===== src/rtl/mov_sequencer_pkg.sv =====
// Shared types for the MOV micro-sequencer: FSM states, operand regions and
// the default MOV opcode.
package ssm_mov_pkg;

   typedef enum logic [2:0] {
      ST_IDLE,
      ST_LATCH,
      ST_SRC_DRV,
      ST_DST_WR,
      ST_DST_REL,
      ST_DONE,
      ST_ERR
   } mov_state_t;

   typedef enum logic [1:0] {
      RGN_REG,
      RGN_IO,
      RGN_IN,
      RGN_NONE
   } mov_region_t;

   localparam logic [3:0] MOV_OPCODE = 4'b1010;

endpackage


===== src/rtl/mov_sequencer_if.sv =====
// Control-decoder <-> MOV sequencer bundle: opcode/operands in, bus enables
// and start/busy/done handshake out.
interface mov_sequencer_if #(
   parameter int unsigned ADDR_W   = 6,
   parameter int unsigned OPCODE_W = 4,
   parameter int unsigned NUM_IO   = 1,
   parameter int unsigned NUM_IN   = 1
);
   logic [OPCODE_W-1:0] fsm_start;
   logic [ADDR_W-1:0]   source;
   logic [ADDR_W-1:0]   dest;
   logic [ADDR_W-1:0]   reg_rd_addr;
   logic [ADDR_W-1:0]   reg_wr_addr;
   logic                reg_out_en;
   logic                reg_in_en;
   logic [NUM_IO-1:0]   io_out_en;
   logic [NUM_IO-1:0]   io_in_en;
   logic [NUM_IN-1:0]   in_out_en;
   logic                busy;
   logic                done;
   logic                err;

   modport master (
      output fsm_start, source, dest,
      input  reg_rd_addr, reg_wr_addr, reg_out_en, reg_in_en,
             io_out_en, io_in_en, in_out_en, busy, done, err
   );

   modport slave (
      input  fsm_start, source, dest,
      output reg_rd_addr, reg_wr_addr, reg_out_en, reg_in_en,
             io_out_en, io_in_en, in_out_en, busy, done, err
   );
endinterface


===== src/rtl/mov_sequencer_addr_decode.sv =====
// Operand address decoder: maps an address onto register / bidirectional I/O /
// input-only / unmapped region and rebases it to a port index.
module mov_addr_decode
   import ssm_mov_pkg::*;
#(
   parameter int unsigned ADDR_W   = 6,
   parameter int unsigned NUM_REGS = 5,
   parameter int unsigned NUM_IO   = 1,
   parameter int unsigned NUM_IN   = 1
) (
   input  logic [ADDR_W-1:0] addr,
   output mov_region_t       region,
   output logic [ADDR_W-1:0] index
);
   // Bounds carry one extra bit so a region ending at 2**ADDR_W still compares correctly.
   localparam logic [ADDR_W:0] IO_BASE = (ADDR_W+1)'(NUM_REGS);
   localparam logic [ADDR_W:0] IN_BASE = (ADDR_W+1)'(NUM_REGS + NUM_IO);
   localparam logic [ADDR_W:0] IN_END  = (ADDR_W+1)'(NUM_REGS + NUM_IO + NUM_IN);

   logic [ADDR_W:0] addr_x;
   assign addr_x = {1'b0, addr};

   // Classify the address and rebase it to the start of its region.
   always_comb begin
      region = RGN_NONE;
      index  = '0;
      if (addr_x < IO_BASE) begin
         region = RGN_REG;
         index  = addr;
      end else if (addr_x < IN_BASE) begin
         region = RGN_IO;
         index  = addr - IO_BASE[ADDR_W-1:0];
      end else if (addr_x < IN_END) begin
         region = RGN_IN;
         index  = addr - IN_BASE[ADDR_W-1:0];
      end
   end
endmodule


===== src/rtl/mov_sequencer.sv =====
// MOV micro-sequencer: copies one operand to another over the shared bus.
// Optional feature macro MOV_SETTLE_EN stretches SRC_DRV by SETTLE_CYC cycles.
// Outputs are registered from the current state, so they trail the state by one cycle.
module mov_sequencer #(
   parameter int unsigned          ADDR_W     = 6,
   parameter int unsigned          OPCODE_W   = 4,
   parameter logic [OPCODE_W-1:0]  MOV_OPCODE = OPCODE_W'(ssm_mov_pkg::MOV_OPCODE),
   parameter int unsigned          NUM_REGS   = 5,
   parameter int unsigned          NUM_IO     = 1,
   parameter int unsigned          NUM_IN     = 1,
   parameter int unsigned          SETTLE_CYC = 2
) (
   input logic            clock,
   input logic            reset,
   mov_sequencer_if.slave bus
);
   import ssm_mov_pkg::*;

   mov_state_t        state, state_nxt;
   logic [ADDR_W-1:0] src_q, dst_q;
   mov_region_t       src_rgn, dst_rgn;
   logic [ADDR_W-1:0] src_idx, dst_idx;
   logic              settle_last;

   logic [ADDR_W-1:0] reg_rd_addr_d, reg_wr_addr_d;
   logic              reg_out_en_d, reg_in_en_d;
   logic [NUM_IO-1:0] io_out_en_d, io_in_en_d;
   logic [NUM_IN-1:0] in_out_en_d;
   logic              busy_d, done_d, err_d;

   mov_addr_decode #(.ADDR_W(ADDR_W), .NUM_REGS(NUM_REGS), .NUM_IO(NUM_IO), .NUM_IN(NUM_IN))
      u_src_dec (.addr(src_q), .region(src_rgn), .index(src_idx));

   mov_addr_decode #(.ADDR_W(ADDR_W), .NUM_REGS(NUM_REGS), .NUM_IO(NUM_IO), .NUM_IN(NUM_IN))
      u_dst_dec (.addr(dst_q), .region(dst_rgn), .index(dst_idx));

`ifdef MOV_SETTLE_EN
   localparam int unsigned CNT_W = (SETTLE_CYC > 0) ? $clog2(SETTLE_CYC + 1) : 1;
   logic [CNT_W-1:0] settle_cnt;

   // Load the settle count on the way into SRC_DRV, count down while there.
   always_ff @(posedge clock) begin
      if (reset)
         settle_cnt <= '0;
      else if (state == ST_LATCH)
         settle_cnt <= CNT_W'(SETTLE_CYC);
      else if (state == ST_SRC_DRV && settle_cnt != '0)
         settle_cnt <= settle_cnt - CNT_W'(1);
   end

   assign settle_last = (settle_cnt == '0);
`else
   assign settle_last = 1'b1;
`endif

   // State register and operand capture on an accepted start.
   always_ff @(posedge clock) begin
      if (reset) begin
         state <= ST_IDLE;
         src_q <= '0;
         dst_q <= '0;
      end else begin
         state <= state_nxt;
         if (state == ST_IDLE && bus.fsm_start == MOV_OPCODE) begin
            src_q <= bus.source;
            dst_q <= bus.dest;
         end
      end
   end

   // Next-state sequencing; start is only looked at in IDLE.
   always_comb begin
      state_nxt = state;
      case (state)
         ST_IDLE:    if (bus.fsm_start == MOV_OPCODE) state_nxt = ST_LATCH;
         ST_LATCH:   if (src_rgn == RGN_NONE || dst_rgn inside {RGN_IN, RGN_NONE})
                        state_nxt = ST_ERR;
                     else
                        state_nxt = ST_SRC_DRV;
         ST_SRC_DRV: if (settle_last) state_nxt = ST_DST_WR;
         ST_DST_WR:  state_nxt = ST_DST_REL;
         ST_DST_REL: state_nxt = ST_DONE;
         ST_DONE:    state_nxt = ST_IDLE;
         ST_ERR:     state_nxt = ST_IDLE;
         default:    state_nxt = ST_IDLE;
      endcase
   end

   // Decode bus enables and handshake from the current state and operand regions.
   always_comb begin
      reg_rd_addr_d = '0;
      reg_wr_addr_d = '0;
      reg_out_en_d  = 1'b0;
      reg_in_en_d   = 1'b0;
      io_out_en_d   = '0;
      io_in_en_d    = '0;
      in_out_en_d   = '0;
      busy_d        = (state != ST_IDLE);
      done_d        = (state == ST_DONE) || (state == ST_ERR);
      err_d         = (state == ST_ERR);
      if (state inside {ST_SRC_DRV, ST_DST_WR, ST_DST_REL}) begin
         case (src_rgn)
            RGN_REG: begin
               reg_out_en_d  = 1'b1;
               reg_rd_addr_d = src_q;
            end
            RGN_IO:  io_out_en_d = NUM_IO'(1) << src_idx;
            RGN_IN:  in_out_en_d = NUM_IN'(1) << src_idx;
            default: ;
         endcase
      end
      if (state == ST_DST_WR) begin
         case (dst_rgn)
            RGN_REG: begin
               reg_in_en_d   = 1'b1;
               reg_wr_addr_d = dst_q;
            end
            RGN_IO:  io_in_en_d = NUM_IO'(1) << dst_idx;
            default: ;
         endcase
      end
   end

   // Output registers.
   always_ff @(posedge clock) begin
      if (reset) begin
         bus.reg_rd_addr <= '0;
         bus.reg_wr_addr <= '0;
         bus.reg_out_en  <= 1'b0;
         bus.reg_in_en   <= 1'b0;
         bus.io_out_en   <= '0;
         bus.io_in_en    <= '0;
         bus.in_out_en   <= '0;
         bus.busy        <= 1'b0;
         bus.done        <= 1'b0;
         bus.err         <= 1'b0;
      end else begin
         bus.reg_rd_addr <= reg_rd_addr_d;
         bus.reg_wr_addr <= reg_wr_addr_d;
         bus.reg_out_en  <= reg_out_en_d;
         bus.reg_in_en   <= reg_in_en_d;
         bus.io_out_en   <= io_out_en_d;
         bus.io_in_en    <= io_in_en_d;
         bus.in_out_en   <= in_out_en_d;
         bus.busy        <= busy_d;
         bus.done        <= done_d;
         bus.err         <= err_d;
      end
   end
endmodule


===== src/flat_wrapper.sv =====
// flat-port wrapper written by rule: the top's interface ports become plain ports
module mov_sequencer_flat import ssm_mov_pkg::*;
#(
   parameter int unsigned          ADDR_W     = 6,
   parameter int unsigned          OPCODE_W   = 4,
   parameter logic [OPCODE_W-1:0]  MOV_OPCODE = OPCODE_W'(ssm_mov_pkg::MOV_OPCODE),
   parameter int unsigned          NUM_REGS   = 5,
   parameter int unsigned          NUM_IO     = 1,
   parameter int unsigned          NUM_IN     = 1,
   parameter int unsigned          SETTLE_CYC = 2
)
  (clock, reset, bus_fsm_start, bus_source, bus_dest, bus_reg_rd_addr, bus_reg_wr_addr, bus_reg_out_en, bus_reg_in_en, bus_io_out_en, bus_io_in_en, bus_in_out_en, bus_busy, bus_done, bus_err);
  mov_sequencer_if #(.ADDR_W(ADDR_W), .OPCODE_W(OPCODE_W), .NUM_IO(NUM_IO), .NUM_IN(NUM_IN)) bus_i ();
  input logic clock;
  input logic reset;
  input wire logic [$bits(bus_i.fsm_start)-1:0] bus_fsm_start;
  input wire logic [$bits(bus_i.source)-1:0] bus_source;
  input wire logic [$bits(bus_i.dest)-1:0] bus_dest;
  output wire logic [$bits(bus_i.reg_rd_addr)-1:0] bus_reg_rd_addr;
  output wire logic [$bits(bus_i.reg_wr_addr)-1:0] bus_reg_wr_addr;
  output wire logic [$bits(bus_i.reg_out_en)-1:0] bus_reg_out_en;
  output wire logic [$bits(bus_i.reg_in_en)-1:0] bus_reg_in_en;
  output wire logic [$bits(bus_i.io_out_en)-1:0] bus_io_out_en;
  output wire logic [$bits(bus_i.io_in_en)-1:0] bus_io_in_en;
  output wire logic [$bits(bus_i.in_out_en)-1:0] bus_in_out_en;
  output wire logic [$bits(bus_i.busy)-1:0] bus_busy;
  output wire logic [$bits(bus_i.done)-1:0] bus_done;
  output wire logic [$bits(bus_i.err)-1:0] bus_err;
  assign bus_i.fsm_start = bus_fsm_start;
  assign bus_i.source = bus_source;
  assign bus_i.dest = bus_dest;
  assign bus_reg_rd_addr = bus_i.reg_rd_addr;
  assign bus_reg_wr_addr = bus_i.reg_wr_addr;
  assign bus_reg_out_en = bus_i.reg_out_en;
  assign bus_reg_in_en = bus_i.reg_in_en;
  assign bus_io_out_en = bus_i.io_out_en;
  assign bus_io_in_en = bus_i.io_in_en;
  assign bus_in_out_en = bus_i.in_out_en;
  assign bus_busy = bus_i.busy;
  assign bus_done = bus_i.done;
  assign bus_err = bus_i.err;
  mov_sequencer #(.ADDR_W(ADDR_W), .OPCODE_W(OPCODE_W), .MOV_OPCODE(MOV_OPCODE), .NUM_REGS(NUM_REGS), .NUM_IO(NUM_IO), .NUM_IN(NUM_IN), .SETTLE_CYC(SETTLE_CYC)) u_core (.clock(clock), .reset(reset), .bus(bus_i));
endmodule

===== config.mk =====
export PLATFORM = sky130hd
export DESIGN_NAME = mov_sequencer_flat
export DESIGN_NICKNAME = d
export VERILOG_FILES = /design/src/rtl/mov_sequencer_pkg.sv /design/src/rtl/mov_sequencer_if.sv /design/src/rtl/mov_sequencer_addr_decode.sv /design/src/rtl/mov_sequencer.sv /design/src/flat_wrapper.sv
export SDC_FILE = /design/constraint.sdc
export NUM_CORES = 1
export LEC_CHECK = 0
export CORE_ASPECT_RATIO = 2
export CORE_UTILIZATION = 30
export CTS_CLUSTER_SIZE = 8
export DETAILED_ROUTE_END_ITERATION = 6
export GPL_TIMING_DRIVEN = 0
export PLACE_DENSITY = 0.66
export SLEW_MARGIN = 40
export SYNTH_ARGS = -nofsm -noshare
export SYNTH_HDL_FRONTEND = slang
export SYNTH_SLANG_ARGS = --single-unit

===== constraint.sdc =====
create_clock -name clock -period 1.8 [get_ports clock]
set_clock_uncertainty 0.1 [all_clocks]
set_input_delay 0.36 -clock clock [delete_from_list [all_inputs] [get_ports clock]]
set_output_delay 0.36 -clock clock [all_outputs]
set_load 0.02 [all_outputs]

# Word-level counts from Yosys, hierarchy flattened
# Cells that the tools add are included.
# word_totals
register_bits	35
inputBits	18
output_inout_bits	20
wordCells	79
# classes
addsub	4
magnitude_cmp	6
eq_ne	14
n_shift	2
n_mux	17
bitwise_logic	7
n_reduce_logical	16
# op_table
operator	n
6-bit by 3-bit less-than comparator with 1-bit output, second input constant	6
6-bit 2-to-1 mux	6
6-bit by 3-bit subtractor with 6-bit output, second input constant	4
3-bit case mux with 5 select lines	1
3-bit OR reduction	5
1-bit by 6-bit left shift with 1-bit output, first input constant	2
3-bit equality test, second input constant	3
2-bit equality test, second input constant	4
2-bit 2-to-1 mux	4
1-bit NOT	7
3-bit by 2-bit equality test with 1-bit output, second input constant	2
3-bit 2-to-1 mux	2
3-bit nonzero test	2
2-bit by 1-bit equality test with 1-bit output, second input constant	2
4-bit equality test, second input constant	1
2-bit zero test	2
1-bit 2-to-1 mux	4
2-bit OR reduction	2
3-bit by 1-bit equality test with 1-bit output, second input constant	1
3-bit zero test	1
1-bit logical OR	2
2-bit != test, second input constant	1
2-bit nonzero test	1
1-bit logical AND	1

# Depth between registers and ports, before layout
# depth
depth_word	9
ltp_mapped	6

# Hierarchy
# Synthesis repeated with hierarchy kept, for this count alone.
# hier_totals
cells_unflattened	179
area_unflattened_um2	1667.8
# by_module_without_submodules
mod	instances	cells_each	area_each_um2	seq_area_each_um2
mov_sequencer	1	123	1282.5	700.7
mov_addr_decode	2	28	192.7	0.0

# Least setup slack after synthesis
# No wires, ideal clock.
# synth_path
kind	register to register
startpoint	register u_core.src_q[1]
endpoint	register u_core.state[2]
setup_time_ns	0.070
arrival_time_ns	1.621
required_ns	1.630
slack_ns	0.010
path_stages_with_launch	7
n_path_buf	0
period_less_slack_ns	1.790
path_cell_list	dfxtp_1 > inv_1 > ha_1 > nand2b_1 > o31a_1 > a311o_1 > a21oi_1
# synth_between
elab_chain_len	8
word_cells_on_any_way	10
classes_between	order compare (3); eq/ne (1); mux (5); reduce/logical (1)
# synth_rtl
item	line	rtl
start: declaration	mov_sequencer.sv:20	logic [ADDR_W-1:0] src_q, dst_q;
start signal: assignment	mov_sequencer.sv:65	src_q <= bus.source;
6-bit by 3-bit less-than comparator with 1-bit output	mov_sequencer_addr_decode.sv:33	end else if (addr_x < IN_END) begin
1-bit 2-to-1 mux	mov_sequencer_addr_decode.sv:33	
2-bit 2-to-1 mux	mov_sequencer_addr_decode.sv:30	end else if (addr_x < IN_BASE) begin
2-bit 2-to-1 mux (*)	mov_sequencer_addr_decode.sv:27	if (addr_x < IO_BASE) begin
2-bit equality test (*)	mov_sequencer.sv:76	ST_LATCH: if (src_rgn == RGN_NONE || dst_rgn inside {RGN_IN, RGN_NONE})
1-bit logical OR (*)	mov_sequencer.sv:76	
3-bit 2-to-1 mux (*)	mov_sequencer.sv:76	
3-bit case mux with 5 select lines (*)	mov_sequencer.sv:74	case (state)
end signal: assignment	mov_sequencer.sv:63	state <= state_nxt;
end: declaration	mov_sequencer.sv:19	mov_state_t state, state_nxt;
# Mark *: on every way between the ends. The rest lies on a longest branch, timed or not.
# A chain may end at the register's enable or synchronous reset.

# Worst setup path after layout
# layout_path
startpoint	register u_core.src_q[0]
endpoint	register u_core.state[2]
# The elaborated chain is that of the path after synthesis.

==> metrics.md <==
| Metric | Value |
|---|---|
| Status | finished clean |
| Hold buffers post-CTS | 0 |
| R2R Setup Slk | 0.09 ns |
| DIE WIDTH | 49.7 um |
| Max Cap Viol | 0 |
| Worst ir drop on vdd | 0.450 mV |
| Vias/cell | 4.42 |
| Main synth FF type | dfxtp_1 |
| Clock sink total | 35 |
| Fin. Hold Viols | 0 |
| Area of the multi-input gates | 688 um^2 |
| Final nets | 206 |
| Syn avg cell area | 10.4 um^2 |
| Die area | 4850 um^2 |
| CP Launch Type | flop |
| PD cells | 767 nW/um^2 |
| Placed cell count | 227 |
| Diode count | 0 |
| Netlist cell types | 35 |
| Drt initial violations | 9 |
| I/O Buffers | 37 |
| Critical Path Fanout Max | 5 |
| Fill cell total of the finished layout | 441 |
| Die Ht | 97.5 um |
| Placed Area | 1820 um^2 |
| CTS buffer count | 5 |
| Total number of vias | 1,043 |
| Fmax | 0.586 GHz |
| Routed Antenna Nets | 0 |
| Worst Path Arrival | 1.83 ns |
| Root buf cell | clkbuf_8 |
| Top cells by count, synth | 35 x dfxtp_1, 14 x nor2_1, 13 x mux2i_1 |
| CTS tree | yes |
| Seq. cell area | 709 um^2 |
| Vias in the first global route | 1,049 |
| Number of H-tree branching levels | 2 |
| Clk slew on worst S/H paths | 0.07 ns |
| Initial Util | 31.5% |
| Leak Pwr | 0.831 nW |
| Final WL | 2.61 mm |
| Critical path class | reg2reg |
| Final Cell Area | 1970 um^2 |
| Wire per inst | 11.0 um |
| FP Rows | 34 |
| Layout Cells excl Fill | 236 |
| IO Pins | 38 |
| Worst skew pair latency | 0.28 ns |
| Global-route usage over all layers | 12.4% |
| #FFs+latches synth | 35 |
| Final setup vio count | 0 |
| Post-synthesis async set-or-reset flop share | 0% |
| CORE AREA | 4340 um^2 |
| Max Buffers Root-to-Sink | 2 |
| Layout area overhead | 44.4% |
| RSZ-0062 raised after global routing | no |
| Crit path required time | 1.92 ns |
| DRC viols | 0 |
| First drt pass iteration count | 4 |
| HP Class | reg2reg |
| Antenna violations before repair | 0 |
| Synth Instances | 131 |
| Gr ovfl total | 0 |
| Fin crit share | 94.7% |
| Mapped Area | 1370 um^2 |
| Post-synth EDFFs | 0 |
| Synth area leader | dfxtp_1 |
| Top cells by area, synth | dfxtp_1 51%, mux2i_1 9.5%, ha_1 6.4% |
| Post-layout min period | 1.71 ns |
| Most numerous cell in the Yosys netlist | dfxtp_1 |
| Worst Setup End Kind | flop |
| Fin. max-slew vios | 0 |
| Synth top area share | 51.2% |
| First-pass GRT wire length | 4.48 mm |
| Total Power | 0.00151 W |
| GPL Wtd Cong | 0.721 |
| Largest net degree at the start of global routing | 12 |
| Yosys warns | 0 |
| HPWL Detailed | 1.97 mm |
| Fraction of layout cells with a size suffix above 1 | 15.4% |
| Post-synthesis sequential area ratio | 51.2% |
==> stage by stage <==
stage / hold WS [ns] / setup TNS [ns] / util [%] / setup WS (ns)
3_5_place_dp: 0.370 / -4.09 / 42.0 / -0.356
5_1_grt: 0.396 / 0 / 45.5 / 0.00896
2_1_floorplan: 0.334 / 0 / - / 0.00970
3_3_place_gp: 0.370 / -4.01 / 42.0 / -0.347
6_report: 0.374 / 0 / 45.5 / 0.0946
4_1_cts: 0.380 / 0 / 44.5 / 0.0122
==> layer usage <==
metal	vias to the layer above	GRT usage (%)	wire length, um
met2	23	21.9	1430
li1	547	-	-
met4	0	9.89	100
met5	-	0	0
met1	466	11.8	1000
met3	7	2.35	75
==> registers in the layout, indices dropped and copies added, names as in the netlist, 3 cells and up <==
name / cells
u_core.bus.reg_rd_addr: 6
u_core.dst_q: 6
u_core.src_q: 6
u_core.bus.reg_wr_addr: 6
u_core.state: 3
==> worst max-delay path, stage by stage, from the launching register on <==
cell and delay [ns]:
dfxtp_4 0.38, inv_1 0.07, ha_2 0.20, nand2b_4 0.17, o31a_1 0.29, a311o_1 0.31
a21oi_1 0.13
==> layout make-up <==
| class | instances | share of cell area, % |
|---|---|---|
| Clock inverter | 3 | 0.760 |
| Multi-Input combinational cell | 91 | 34.9 |
| Tap cell | 54 | 3.42 |
| Inverter | 5 | 0.951 |
| Clock buffer | 5 | 3.49 |
| Timing Repair Buffer | 38 | 19.1 |
| Buffer | 5 | 1.46 |
| Sequential cell | 35 | 35.9 |
==> final timing paths <==
| check | start | endpoint | cells after the start |
|---|---|---|---|
| max | u_core.src_q[0]$_SDFFE_PP0P_ | u_core.state[2]$_SDFFE_PP0P_ | 6 |
| min reg2reg | u_core.dst_q[0]$_SDFFE_PP0P_ | u_core.bus.io_in_en$_SDFF_PP0_ | 2 |
| max reg2reg | u_core.src_q[0]$_SDFFE_PP0P_ | u_core.state[2]$_SDFFE_PP0P_ | 6 |
| min | u_core.dst_q[0]$_SDFFE_PP0P_ | u_core.bus.io_in_en$_SDFF_PP0_ | 2 |
==> placed cells by master, fill, tap and decap left out, types with 3 or more instances in the layout <==
cell / count
clkdlybuf4s50_1: 37
dfxtp_1: 32
nor2_1: 14
mux2i_1: 13
nor3_1: 9
nand2_1: 6
ha_1: 6
conb_1: 6
clkbuf_8: 5
inv_1: 4
buf_4: 3
a21oi_1: 3
nand2b_1: 3
clkinv_2: 3
==> kinds of logic (layout without fill, tap and decap cells) <==
family | Yosys count | after routing | synth area share, %
simple gates | 51 | 51 | 21.1
flops | 35 | 35 | 51.2
compound gates | 13 | 13 | 7.50
mux | 13 | 13 | 9.51
buf+inv | 10 | 56 | 3.29
fa+ha+maj | 7 | 7 | 6.40
other cells | 1 | 6 | 0.274
xor+xnor | 1 | 1 | 0.641
==> timing repair <==
action | 4_1_cts | 5_1_grt
gates resized for setup | 8 | 9
setup endpoints to repair | 13 | 12
setup buffers | 0 | 1
pin swaps | 0 | 2
==> report_power, final <==
group	internal (W)	switching, W
Sequential	0.000794	0.0000147
Clock	0.000264	0.000275
Combinational	0.0000914	0.0000743
Total	0.00115	0.000364
No activity file was read; power rests on OpenSTA's default activity.
